**src/rtl/frame_buffer_writer.sv**
```systemverilog
// -----------------------------------------------------------------------------
// frame_buffer_writer
//
// Write side of the frame memory. Captures exactly one raster frame per start
// command from a valid/ready pixel stream and turns every accepted pixel into
// a single-cycle write (strobe, sequential address, data) for a single-port
// RAM. The read side later sweeps the same addresses upward, so pixels land at
// consecutive addresses in raster order starting at 0.
//
// Ports:
//   clk          system clock, rising edge
//   reset        synchronous, active-low reset
//   start        begin capturing one frame (sampled only when idle)
//   abort        cancel the frame in progress (only honoured while writing)
//   pixel_valid  pixel_data carries a pixel
//   pixel_data   incoming pixel
//   pixel_ready  writer accepts a pixel this cycle
//   wr_enable    RAM write strobe, one cycle after the accept
//   wr_address   RAM write address (held while wr_enable is low)
//   wr_data      RAM write data (held while wr_enable is low)
//   busy         frame capture in progress
//   frame_done   one-cycle pulse in the cycle after the last write strobe
//   row, col     raster position of the next pixel to accept
//   frame_count  completed frames, wraps
// -----------------------------------------------------------------------------
module frame_buffer_writer #(
    parameter int unsigned ADDR_WIDTH   = 12,
    parameter int unsigned DATA_WIDTH   = 8,
    parameter int unsigned FRAME_WIDTH  = 64,
    parameter int unsigned FRAME_HEIGHT = 64,
    parameter int unsigned COUNT_WIDTH  = 8,
    localparam int unsigned RowWidth    = (FRAME_HEIGHT > 1) ? $clog2(FRAME_HEIGHT) : 1,
    localparam int unsigned ColWidth    = $clog2(FRAME_WIDTH)
) (
    input  logic                   clk,
    input  logic                   reset,
    input  logic                   start,
    input  logic                   abort,
    input  logic                   pixel_valid,
    input  logic [DATA_WIDTH-1:0]  pixel_data,
    output logic                   pixel_ready,
    output logic                   wr_enable,
    output logic [ADDR_WIDTH-1:0]  wr_address,
    output logic [DATA_WIDTH-1:0]  wr_data,
    output logic                   busy,
    output logic                   frame_done,
    output logic [RowWidth-1:0]    row,
    output logic [ColWidth-1:0]    col,
    output logic [COUNT_WIDTH-1:0] frame_count
);

    localparam logic [ColWidth-1:0] ColLast = ColWidth'(FRAME_WIDTH - 1);
    localparam logic [RowWidth-1:0] RowLast = RowWidth'(FRAME_HEIGHT - 1);

    typedef enum logic [1:0] {
        StIdle  = 2'd0,
        StWrite = 2'd1,
        StDone  = 2'd2
    } state_e;

    state_e                 state_q;
    logic [RowWidth-1:0]    row_q;
    logic [ColWidth-1:0]    col_q;
    logic [ADDR_WIDTH-1:0]  addr_q;
    logic                   wr_enable_q;
    logic [ADDR_WIDTH-1:0]  wr_address_q;
    logic [DATA_WIDTH-1:0]  wr_data_q;
    logic                   frame_done_q;
    logic [COUNT_WIDTH-1:0] frame_count_q;

    logic last_pixel;

    // Position of the final pixel; accepting it ends the frame. Counters are
    // cleared at that point rather than stepped, so the address never runs
    // past the last pixel even when the frame fills the whole address space.
    assign last_pixel = (row_q == RowLast) && (col_q == ColLast);

    always_ff @(posedge clk) begin
        if (!reset) begin
            state_q       <= StIdle;
            row_q         <= '0;
            col_q         <= '0;
            addr_q        <= '0;
            wr_enable_q   <= 1'b0;
            wr_address_q  <= '0;
            wr_data_q     <= '0;
            frame_done_q  <= 1'b0;
            frame_count_q <= '0;
        end else begin
            // Strobes default low; address and data hold their last values.
            wr_enable_q  <= 1'b0;
            frame_done_q <= 1'b0;

            unique case (state_q)
                StIdle: begin
                    if (start) begin
                        state_q <= StWrite;
                        row_q   <= '0;
                        col_q   <= '0;
                        addr_q  <= '0;
                    end
                end

                StWrite: begin
                    if (abort) begin
                        // Abort beats a simultaneous accept: that pixel is dropped.
                        state_q <= StIdle;
                        row_q   <= '0;
                        col_q   <= '0;
                        addr_q  <= '0;
                    end else if (pixel_valid) begin
                        wr_enable_q  <= 1'b1;
                        wr_address_q <= addr_q;
                        wr_data_q    <= pixel_data;
                        if (last_pixel) begin
                            state_q <= StDone;
                            row_q   <= '0;
                            col_q   <= '0;
                            addr_q  <= '0;
                        end else begin
                            addr_q <= addr_q + ADDR_WIDTH'(1);
                            if (col_q == ColLast) begin
                                col_q <= '0;
                                row_q <= row_q + RowWidth'(1);
                            end else begin
                                col_q <= col_q + ColWidth'(1);
                            end
                        end
                    end
                end

                StDone: begin
                    // Single cycle covering the final write strobe.
                    state_q       <= StIdle;
                    frame_done_q  <= 1'b1;
                    frame_count_q <= frame_count_q + COUNT_WIDTH'(1);
                end

                default: begin
                    state_q <= StIdle;
                end
            endcase
        end
    end

    // Handshake and status decode straight from the state register.
    assign pixel_ready = (state_q == StWrite);
    assign busy        = (state_q != StIdle);

    assign wr_enable   = wr_enable_q;
    assign wr_address  = wr_address_q;
    assign wr_data     = wr_data_q;
    assign frame_done  = frame_done_q;
    assign row         = row_q;
    assign col         = col_q;
    assign frame_count = frame_count_q;

endmodule

```
**config.mk**
```make
export PLATFORM = sky130hd
export DESIGN_NAME = frame_buffer_writer
export DESIGN_NICKNAME = d
export VERILOG_FILES = /design/src/rtl/frame_buffer_writer.sv
export SDC_FILE = /design/constraint.sdc
export NUM_CORES = 1
export LEC_CHECK = 0
export BUFFER_PORTS_ARGS = -buffer_cell sky130_fd_sc_hd__buf_2
export CAP_MARGIN = 0
export CORE_ASPECT_RATIO = 1.1
export CORE_MARGIN = 2
export CORE_UTILIZATION = 24
export DETAILED_ROUTE_END_ITERATION = 8
export MAX_ROUTING_LAYER = met4
export SYNTH_ARGS = -nofsm -noshare
export SYNTH_HDL_FRONTEND = slang
export SYNTH_SLANG_ARGS = --single-unit
```
**constraint.sdc**
```tcl
create_clock -name clk -period 1.8 [get_ports clk]
set_input_delay 0.45 -clock clk [delete_from_list [all_inputs] [get_ports clk]]
set_output_delay 0.45 -clock clk [all_outputs]
set_load 0.02 [all_outputs]
```
==> impl_results.md <==
* CP Data Required Time at 2.00 ns
* RSZ-0062 raised after global routing: true
* Core ar. at 0.00989 mm^2
* Dpl ws at -0.0974 ns
* Fraction of registers with async set/reset at 0%
* Final cell count without fillers at between 400 and 500
* Residual DRC at 0
* P_leak at 1.30 nW
* Cell total after placement at 481
* Worst Setup Start Kind: flip-flop
* Setup Skew at between 0.007 and 0.008 ns
* Total grt overflow at 0
* Share of cells above drive strength 1 at 33.3%
* Fin util at 33.3%
* Critical Path AT at just under 2 ns
* Fin crit period at 1.75 ns
* Worst-path clk slew at 0.10 ns
* Crit Path Class: reg -> reg
* Clock tree buffer depth at 2
* Synth unique cells at 42
* Antenna violations before repair at 0
* Die Span X at roughly 100 um
* Die H at 110 um
* Root Driver: clkbuf_8
* Largest net degree at the start of global routing at 40
* Synth-to-layout area growth at 34.9%
* Routability-driven placement congestion ratio at 0.777
* Max-cap viol count at 0
* Worst ir drop on vdd at 0.000291 V
* Measured slew at the worst slew-check pin at 0.490 ns
* Yosys reg bits at 56
* Synthesized area at 0.00244 mm^2
* Status: finished, final reports clean
* Clk sink count at 56
* Peak Freq at 570 MHz
* Post-DR vias/cell at 4.73
* Standard-cell rows at 38
* First-pass GRT wire length at between 10 and 15 mm
* Synth Net Count at 302
* Final nets at 388
* Via count at 2327
* Most numerous cell in the Yosys netlist: dfxtp_1
* Share of Yosys cell area claimed by the top area cell type at between 40% and 50%
* N_diodes at 0
* Final hold violation count at 0
* Vias in the first global route at between 2000 and 2500
* Prevailing post-synth register cell: dfxtp_1
* # setup viols final at 0
* Final HPWL DP at 4.52 mm
* Latest clock arrival within the worst-skew pair at about 0.32 ns
* Post-synthesis sequential area ratio at 45.9%
* Number of top-level pins at 57
* Tcrit/Tclk final at 97.4%
* Setup slack after layout at 0.0470 ns
* Hold_buf cts at 0
* Worst relative slew slack at 67.3%
* H-Tree Depth at 2
* EDFF count, synth at 0
* Total CTS buffers at 5
* Gr usage total at 12.4%
* Top post-synthesis cells by count: dfxtp_1 (56), nand2_1 (54), a21oi_1 (24)
* Synthesized instance count at 285
* Yosys warning count at 0
* Mean cell area of the mapped netlist at 8.56 um^2
* Final slew viol count at 0
* Routed WL at 6.27 mm
* DRT Pass-1 Iters at 4
* Number of fillers in the final layout at 1047
* CTS tree: yes
* DP Area at roughly 0.0031 mm^2
* Top post-synthesis cells by area: dfxtp_1 (46%), nand2_1 (8.3%), a21oi_1 (4.9%), xnor2_1 (3.2%), or4_1 (3.1%)
* Post-synth top area cell: dfxtp_1
* Die area at around 0.011 mm^2
* Pwr dens at 686 mW/mm^2
* HP Class: in -> reg
* Starting density of the core at approximately 25%
* Port bufs at 56
* Total Power at between 2 and 2.5 mW
* WL/cell at 12.8 um
* Initial DRC Count at 83
* Worst setup EP type: flip-flop
* Antenna Violating Nets Remaining at 0
* Worst-path fanout max at 7
* Final instance area at 0.00329 mm^2
## layout by cell type (no fill, tap or decap), types with 3 or more instances in the layout
cell type | Yosys | routed
a211oi_1 | 7 | 6
a211oi_2 | 2 | 3
a21oi_1 | 24 | 24
buf_12 | 0 | 3
buf_2 | 4 | 56
buf_4 | 2 | 33
clkbuf_8 | 0 | 6
dfxtp_1 | 56 | 51
dfxtp_2 | 0 | 3
ha_1 | 4 | 3
inv_1 | 6 | 6
nand2_1 | 54 | 54
nand3_1 | 11 | 10
nand4_1 | 5 | 5
nor2_1 | 17 | 17
nor3_1 | 13 | 12
nor4_1 | 3 | 3
o21ai_0 | 6 | 6
o31ai_1 | 8 | 8
or4_1 | 10 | 8
xnor2_1 | 9 | 9
xor2_1 | 7 | 7
## kinds of logic after synthesis
group           share of synthesized area (%)
compound gates                           14.7
xor+xnor                                 5.74
fa+ha+maj                                2.05
buf+inv                                  3.95
flops                                    45.9
mux                                     0.821
simple gates                             26.8
## per-layer routing
metal / track usage (%) / vias to the layer above / share of wire, %
met5: - / - / 0
met4: 4.99 / 0 / 1.3
met3: 2.35 / 7 / 4.5
met2: 21.3 / 46 / 50
met1: 14.2 / 1088 / 44
li1: - / 1186 / -
## where the power goes
group / leakage, nW / switching [mW] / internal, mW / total (mW)
clock network: 0.0455 / 0.417 / 0.316 / 0.733
logic: 0.795 / 0.153 / 0.111 / 0.264
registers: 0.455 / 0.00834 / 1.25 / 1.26
total: 1.30 / 0.579 / 1.68 / 2.26
## registers in the layout, indices dropped and copies added (netlist names)
register     count
addr_q          12
wr_address      12
frame_count      8
wr_data          8
col              6
row              6
state_q          2
frame_done       1
wr_enable        1
## stage by stage
step                      hold WS (ns)  TNS [ns]
after floorplan                  0.440         0
after global placement           0.440   -0.0584
after detailed placement         0.446    -0.711
after CTS                        0.346         0
after global routing             0.358   -0.0301
final                            0.365         0
## worst paths after layout
kind                        from        endpoint  slack (ns)  cells past startpoint
setup / recovery          col[0]       addr_q[7]        0.05                      6
hold / removal     pixel_data[0]      wr_data[0]        0.36                      3
setup reg to reg          col[0]       addr_q[7]        0.05                      6
hold reg to reg   wr_address[11]  wr_address[11]        0.46                      2
## layout make-up
class | instances | area [um^2] | area share [%]
well taps | 120 | 150 | 4.56
flip-flops and latches | 56 | 1130 | 34.4
repair buffers | 94 | 611 | 18.6
inverters | 7 | 26.3 | 0.798
clock buffers | 8 | 90.1 | 2.74
multi-input cells | 207 | 1280 | 38.9
## worst max-delay path, stage by stage (launching register included)
cell	delay [ns]
dfxtp_4	0.36
ha_2	0.18
nand3_1	0.10
or4_4	0.59
a21oi_4	0.19
buf_6	0.16
a211oi_1	0.05
## what timing repair did
item / 4_1_cts / 5_1_grt
cloned: 0 / 0
resized for setup: 0 / 13
setup buffers: 3 / 0
pin swaps: 1 / 2
setup endpoints to repair: 15 / 25
(Power assumes the default switching activity.)
